`config.mk`:
```
export PLATFORM = sky130hd
export DESIGN_NAME = zoom_controller
export DESIGN_NICKNAME = d
export VERILOG_FILES = /design/src/rtl/zoom_controller.sv
export SDC_FILE = /design/constraint.sdc
export NUM_CORES = 1
export LEC_CHECK = 0
export BUFFER_PORTS_ARGS = -buffer_cell sky130_fd_sc_hd__buf_4
export CAP_MARGIN = 20
export CORE_UTILIZATION = 57
export CTS_CLUSTER_SIZE = 28
export DETAILED_ROUTE_END_ITERATION = 8
export GPL_TIMING_DRIVEN = 1
export PLACE_DENSITY_LB_ADDON = 0.05
export RECOVER_POWER = 50
export SLEW_MARGIN = 20
export SYNTH_ARGS = -nofsm -noshare
export SYNTH_HDL_FRONTEND = slang
export SYNTH_SLANG_ARGS = --single-unit
```
`constraint.sdc`:
```
create_clock -name CLK -period 5.7 [get_ports CLK]
set_input_delay 0.285 -clock CLK [delete_from_list [all_inputs] [get_ports CLK]]
set_output_delay 0.285 -clock CLK [all_outputs]
set_load 0.01 [all_outputs]
```
`src/rtl/zoom_controller.sv`:
```
// Zoom/pan view controller: button edges queue one op, CALC updates the view, then a frame is requested.
// Optional render watchdog is enabled with ZOOM_WATCHDOG_EN.
module zoom_controller #(
  parameter int          COORD_W  = 32,
  parameter int          SCREEN_W = 800,
  parameter int          SCREEN_H = 600,
  parameter int          MAX_ZOOM = 16,
  parameter int unsigned TIMEOUT  = 24'hFFFFFF
) (
  input  logic               CLK,
  input  logic               RESET,
  input  logic               zoom_in_btn,
  input  logic               zoom_out_btn,
  input  logic               home_btn,
  input  logic [25:0]        sprite_x,
  input  logic [25:0]        sprite_y,
  input  logic               render_ready,
  input  logic               render_done,
  output logic               render_start,
  output logic [COORD_W-1:0] view_cx,
  output logic [COORD_W-1:0] view_cy,
  output logic [4:0]         view_shift,
  output logic               busy,
  output logic               timeout_err
);

  // Handshake: render_start is held while in REQ and only drops on the cycle render_ready is also high.
  typedef enum logic [1:0] {IDLE, CALC, REQ, WAIT} state_t;
  typedef enum logic [1:0] {OP_HOME, OP_IN, OP_OUT} op_t;

  localparam int EW = COORD_W + 32;
  localparam logic signed [EW-1:0] CMAX = (EW'(1) << (COORD_W - 1)) - EW'(1);
  localparam logic signed [EW-1:0] CMIN = ~CMAX;
  localparam logic [COORD_W-1:0] HOME_CX = -(COORD_W'(1) << (COORD_W - 5));

  state_t state, state_next;
  op_t    slot_op, ev_op;
  logic   slot_full, ev_any;
  logic   home_q, in_q, out_q;
  logic   ev_home, ev_in, ev_out;
  logic   wd_expire;

  assign ev_home = home_btn & ~home_q;
  assign ev_in   = zoom_in_btn & ~in_q;
  assign ev_out  = zoom_out_btn & ~out_q;
  assign ev_any  = ev_home | ev_in | ev_out;

  always_comb begin
    ev_op = OP_OUT;
    if (ev_home)    ev_op = OP_HOME;
    else if (ev_in) ev_op = OP_IN;
  end

  always_ff @(posedge CLK or posedge RESET) begin
    if (RESET) begin
      home_q <= 1'b0;
      in_q   <= 1'b0;
      out_q  <= 1'b0;
    end else begin
      home_q <= home_btn;
      in_q   <= zoom_in_btn;
      out_q  <= zoom_out_btn;
    end
  end

  // CALC empties the slot, so an edge on that same cycle refills it instead of being dropped.
  always_ff @(posedge CLK or posedge RESET) begin
    if (RESET) begin
      slot_full <= 1'b0;
      slot_op   <= OP_HOME;
    end else if (state == CALC) begin
      slot_full <= ev_any;
      slot_op   <= ev_op;
    end else if (!slot_full && ev_any) begin
      slot_full <= 1'b1;
      slot_op   <= ev_op;
    end
  end

  always_ff @(posedge CLK or posedge RESET) begin
    if (RESET) state <= REQ;
    else       state <= state_next;
  end

  always_comb begin
    state_next = state;
    case (state)
      IDLE:    if (slot_full) state_next = CALC;
      CALC:    state_next = REQ;
      REQ:     if (render_ready) state_next = WAIT;
      WAIT:    if (render_done || wd_expire) state_next = IDLE;
      default: state_next = IDLE;
    endcase
  end

  always_comb begin
    render_start = (state == REQ);
    busy         = (state != IDLE);
  end

`ifdef ZOOM_WATCHDOG_EN
  logic [23:0] wd_cnt;

  always_ff @(posedge CLK or posedge RESET) begin
    if (RESET)              wd_cnt <= '0;
    else if (state != WAIT) wd_cnt <= '0;
    else                    wd_cnt <= wd_cnt + 24'd1;
  end

  assign wd_expire   = (state == WAIT) && !render_done && (wd_cnt == 24'(TIMEOUT - 1));
  assign timeout_err = wd_expire;
`else
  assign wd_expire   = 1'b0;
  assign timeout_err = 1'b0;
`endif

  logic [25:0]          sx_c, sy_c;
  logic signed [31:0]   px, py;
  logic [4:0]           sh_amt;
  logic signed [EW-1:0] cx_sum, cy_sum;

  // Offsets are scaled by the pre-update shift and summed wide so saturation can be detected.
  always_comb begin
    sx_c   = (sprite_x > 26'(SCREEN_W - 16)) ? 26'(SCREEN_W - 16) : sprite_x;
    sy_c   = (sprite_y > 26'(SCREEN_H - 16)) ? 26'(SCREEN_H - 16) : sprite_y;
    px     = $signed({6'd0, sx_c}) + 32'(8 - SCREEN_W / 2);
    py     = $signed({6'd0, sy_c}) + 32'(8 - SCREEN_H / 2);
    sh_amt = 5'd20 - view_shift;
    cx_sum = $signed({{32{view_cx[COORD_W-1]}}, view_cx}) +
             ($signed({{COORD_W{px[31]}}, px}) <<< sh_amt);
    cy_sum = $signed({{32{view_cy[COORD_W-1]}}, view_cy}) +
             ($signed({{COORD_W{py[31]}}, py}) <<< sh_amt);
  end

  function automatic logic [COORD_W-1:0] sat(input logic signed [EW-1:0] v);
    if (v > CMAX)      return CMAX[COORD_W-1:0];
    else if (v < CMIN) return CMIN[COORD_W-1:0];
    else               return v[COORD_W-1:0];
  endfunction

  always_ff @(posedge CLK or posedge RESET) begin
    if (RESET) begin
      view_cx    <= HOME_CX;
      view_cy    <= '0;
      view_shift <= '0;
    end else if (state == CALC) begin
      case (slot_op)
        OP_HOME: begin
          view_cx    <= HOME_CX;
          view_cy    <= '0;
          view_shift <= '0;
        end
        OP_IN: begin
          view_cx <= sat(cx_sum);
          view_cy <= sat(cy_sum);
          if (view_shift < 5'(MAX_ZOOM)) view_shift <= view_shift + 5'd1;
        end
        OP_OUT: begin
          view_cx <= sat(cx_sum);
          view_cy <= sat(cy_sum);
          if (view_shift != 5'd0) view_shift <= view_shift - 5'd1;
        end
        default: ;
      endcase
    end
  end

endmodule

```
==> flow_metrics.tcl, run 1 <==
set metrics [dict create \
    fp.dieH_um 167 \
    clock_path_buffers 2 \
    synth_edf_count 0 \
    numCtsBuffers 9 \
    yosysSeqAreaShare_pct 12.5 \
    synth_flop_cell "dfrtp_1" \
    port_buffers 129 \
    syn_avg_cell_area_um2 6.74 \
    syn_nets 2487 \
    ys_types 103 \
    synth-adder-area-share_pct 11.1 \
    synthMuxAreaShare_pct 2.50 \
    place_congestion 1.09 \
    netlist_instances 2293 \
    netlist.area_leader.share_pct 11.5 \
    postPlaceCellArea_um2 21400 \
    grt_max_degree 78 \
    yosys.area_share.simple_pct 28.7 \
    root_buffer "clkbuf_16" \
    grtUsageTotal_pct 82.0 \
    hpwl_um 52600 \
    syn_area_um2 15500 \
    overflow 354 \
    yosys.area.top_type "dfrtp_1" \
    postCtsHoldBufs 0 \
    worst_endpoint "view_cy[18]$_DFFE_PP0P_/D" \
    worstEpCategory "register data pin" \
    synthXorXnorAreaFrac_pct 5.15 \
    synth_top_family_by_area "compound AO/OA/AOI/OAI gates" \
    ys_warn_count 0 \
    synth_compound_area_share_pct 34.9 \
    start_util_pct 58.7 \
    dpl.cell_count 3243 \
    postSynthRegisterBits 77 \
    die_x_um 167 \
    error "[ERROR GRT-0232] Routing congestion too high. Check the congestion heatmap in the GUI." \
    synthArstFlopShare_pct 100 \
    synth.area.top_cells "dfrtp_1 (11%), ha_1 (11%), a21oi_1 (8.8%)" \
    haltStage "5_1_grt" \
    row_count 59 \
    cts_max_level 3 \
    outcome "did not finish" \
    clock-sinks 77 \
    ioPinCount 131 \
]
## kinds of logic after synthesis
kind of cell,count (synthesis)
buffers and inverters,193
and+or+nand+nor,930
xor gates and xnor gates,91
muxes,37
other,1
AOI/OAI and AO/OA,829
adders and majority gates,135
DFF,77
## through the flow
step / utilization [%] / setup slack (ns)
after floorplan: - / -0.258
after global placement: 81.3 / -1.05
after detailed placement: 81.3 / -1.33
after CTS: 87.3 / -0.421
## timing repair
action,4_1_cts
pin swaps,67
gates resized for setup,194
endpoints found under the setup margin,64
buffers inserted,38
cloned,4
## layer usage
metal	overflow	track usage, %
met5	3	29.4
met1	11	81.6
met4	122	84.5
met2	209	99.6
met3	9	65.3
## synthesized netlist by cell type (all sizes together) (53+ instances only)
cell and number:
nor3 76, clkbuf 108, xnor2 55, dfrtp 71, nand4 57, nand2 266
nand3 89, ha 132, a31oi 53, a21oi 276, nor2 270, o21ai 166
==> run 2: changes to the inputs <==
--- a/config.mk
+++ b/config.mk
@@ -7,11 +7,10 @@
 export LEC_CHECK = 0
 export BUFFER_PORTS_ARGS = -buffer_cell sky130_fd_sc_hd__buf_4
 export CAP_MARGIN = 20
-export CORE_UTILIZATION = 57
-export CTS_CLUSTER_SIZE = 28
+export CORE_UTILIZATION = 40
 export DETAILED_ROUTE_END_ITERATION = 8
 export GPL_TIMING_DRIVEN = 1
-export PLACE_DENSITY_LB_ADDON = 0.05
+export PLACE_DENSITY_LB_ADDON = 0.15
 export RECOVER_POWER = 50
 export SLEW_MARGIN = 20
 export SYNTH_ARGS = -nofsm -noshare
==> constraint.sdc (replaced) <==
create_clock -name CLK -period 7.4 [get_ports CLK]
set_input_delay 0.37 -clock CLK [delete_from_list [all_inputs] [get_ports CLK]]
set_output_delay 0.37 -clock CLK [all_outputs]
set_load 0.01 [all_outputs]
==> run 2 against run 1 <==
Effect of this change:
- the flow now finishes, with violations (capacitance limit, slew limit)
- synthesized area did not move
- synthesized cell count unchanged
==> flow_metrics.tcl, run 2 <==
set metrics [dict create \
    worst_slew_pin_slew_ns 3.64 \
    coreArea_um2 37800 \
    skew_ns 0.0188 \
    crit_slowest_cell "or4_1" \
    hold_slack_ns 0.152 \
    root_buffer "clkbuf_16" \
    numCtsBuffers 9 \
    fp.dieH_um 199 \
    regToRegStartpoint "view_shift[1]$_DFFE_PP0P_" \
    grt_antenna_before_repair 0 \
    grt_max_degree 62 \
    overflow 0 \
    wl_per_cell_um 21.2 \
    postSynthRegisterBits 77 \
    die_x_um 199 \
    top_regs "view_cx (32), view_cy (32), view_shift (5)" \
    cp-start-kind "input port" \
    grtUsageMet3_pct 3.44 \
    worst-path-buf-inv 4 \
    postLayoutCellArea_um2 17500 \
    violations "capacitance limit, slew limit" \
    maxCapViolCount 1 \
    hold_end "home_q$_DFF_PP0_" \
    cp_common_cell "a21oi_1" \
    clk_latency_ns 0.36 \
    critPathMaxFanout 31 \
    row_count 71 \
    first_pass_iters 5 \
    die-area_um2 39400 \
    synthArstFlopShare_pct 100 \
    use_met1_pct 41.7 \
    cts_max_level 3 \
    synth.most_common_cell "a21oi_1" \
    cpPeakStageDelay_ns 0.53 \
    preCtsSetupSlack_ns -0.0543 \
    syn_area_um2 15500 \
    diodes 0 \
    nNetsFinal 2579 \
    synth_flop_cell "dfrtp_1" \
    postPlaceCellArea_um2 17300 \
    use_met2_pct 50.8 \
    hold_path.class "in2reg" \
    netlist.area_leader.share_pct 11.5 \
    multi_input_area_um2 12900 \
    clk_pin_slew_worst_paths_ns 0.08 \
    ys_types 103 \
    fmax_ghz 0.143 \
    maxSlewViolCount 62 \
    syn_avg_cell_area_um2 6.74 \
    fill_cells 4025 \
    syn_nets 2487 \
    grtUsageTotal_pct 30.9 \
    hold_path_depth 1 \
    critPathArrivalTime_ns 7.24 \
    num_vias 18400 \
    synth.area.top_cells "dfrtp_1 (11%), ha_1 (11%), a21oi_1 (8.8%)" \
    grt.busiest_layer "met2" \
    outcome "finished with violations" \
    drt_iter0_markers 1557 \
    wl_um 61400 \
    drtAntennaViolNets 0 \
    yosys.area.top_type "dfrtp_1" \
    seq_area_um2 1930 \
    cts_tree "done" \
    syn_to_final_growth_pct 13.1 \
    place_congestion 0.973 \
    grt_pass1_wl_um 96100 \
    r2r_cells 21 \
    crit_required_ns 7.63 \
    setup_ws_ns 0.393 \
    synth_edf_count 0 \
    netlist_instances 2293 \
    clock-sinks 77 \
    clock_path_buffers 2 \
    drive_above_1_share_pct 10.6 \
    timing.final.crit_period_ns 7.01 \
    hold_start "home_btn" \
    r2r-end "view_cy[25]$_DFFE_PP0P_" \
    grt_setup_unrepaired "false" \
    crit_family "compound AO/OA/AOI/OAI gates" \
    timing.final.crit_share_pct 94.7 \
    ys_warn_count 0 \
    yosysSeqAreaShare_pct 12.5 \
    slew_headroom_pct -143 \
    port_buffers 129 \
    grt_pass1_vias 17200 \
    final_cell_mix "a21oi_1 (272), nor2_1 (267), nand2_1 (266)" \
    cp-end-kind "flip-flop" \
    hpwl_um 49900 \
    final_common_cell "a21oi_1" \
    start_util_pct 40.9 \
    setup_viol 0 \
    drc 0 \
    hold_viol_final 0 \
    r2r_setup_slack_ns 0.64 \
    yosys-top-cells-count "a21oi_1 (272), nor2_1 (268), nand2_1 (266)" \
    worstSetupPathType "in2reg" \
    ioPinCount 131 \
    vias_per_cell 6.35 \
]
==> run 2: cell counts after synthesis <==
No cell type changed its count.
==> run 2: layout make-up <==
| type | instances | share of cell area (%) |
|---|---|---|
| Clock buffer | 9 | 1.29 |
| Clock inverter | 7 | 0.687 |
| Inverter | 51 | 1.10 |
| Multi-Input combinational cell | 2023 | 73.7 |
| Sequential cell | 77 | 11.1 |
| Tap cell | 511 | 3.66 |
| Timing Repair Buffer | 223 | 8.50 |
==> run 2: logic make-up after synthesis <==
kind of cell,after synthesis,synth area share (%)
buffers and inverters,193,5.10
multiplexers,37,2.50
AO/OA/AOI/OAI,829,34.9
other,1,0.0243
adder cells (fa/ha/maj),135,11.1
XOR/XNOR,91,5.15
AND/OR/NAND/NOR,930,28.7
flip-flops,77,12.5
==> run 2: per-stage QoR <==
step                      utilization [%]  TNS [ns]  cells
after floorplan                         -         0   2293
after global placement               45.7    -0.819   2882
after detailed placement             45.7    -0.609   2882
after CTS                            46.6         0   2899
after global routing                 46.2         0   2901
final                                46.2         0   2901
==> run 2: how the worst max path moves through the flow <==
| stage | slack [ns] | start | to | depth (start not counted) |
|---|---|---|---|---|
| 3_5_place_dp | -0.05 | sprite_y[0] | view_cy[25]$_DFFE_PP0P_ | 30 |
| 2_1_floorplan | 0.85 | sprite_y[0] | view_cy[2]$_DFFE_PP0P_ | 30 |
| 5_1_grt | 0.03 | sprite_x[14] | view_cx[28]$_DFFE_PP1P_ | 28 |
| 6_report | 0.39 | sprite_y[0] | view_cy[12]$_DFFE_PP0P_ | 31 |
| 4_1_cts | 0.27 | sprite_y[0] | view_cy[25]$_DFFE_PP0P_ | 30 |
| 3_3_place_gp | -0.04 | sprite_y[0] | view_cy[0]$_DFFE_PP0P_ | 31 |
==> run 2: what timing repair did <==
| item | in CTS | in global routing |
|---|---|---|
| hold buffers | 1 | 0 |
| hold endpoints to repair | 16 | 0 |
| buffers inserted | 0 | 2 |
| endpoints found under the setup margin | 0 | 60 |
| gates resized for setup | 0 | 16 |
==> run 2: per-layer routing <==
metal	share of wire, %	wire length (um)
met2	46	28100
met5	0	0
met1	45	27400
met4	3.4	2090
met3	6.3	3860
Power of run 2 is left out: the tool's default activity adds up to more than one toggle a clock period on the data nets, which glitch-free logic cannot reach.
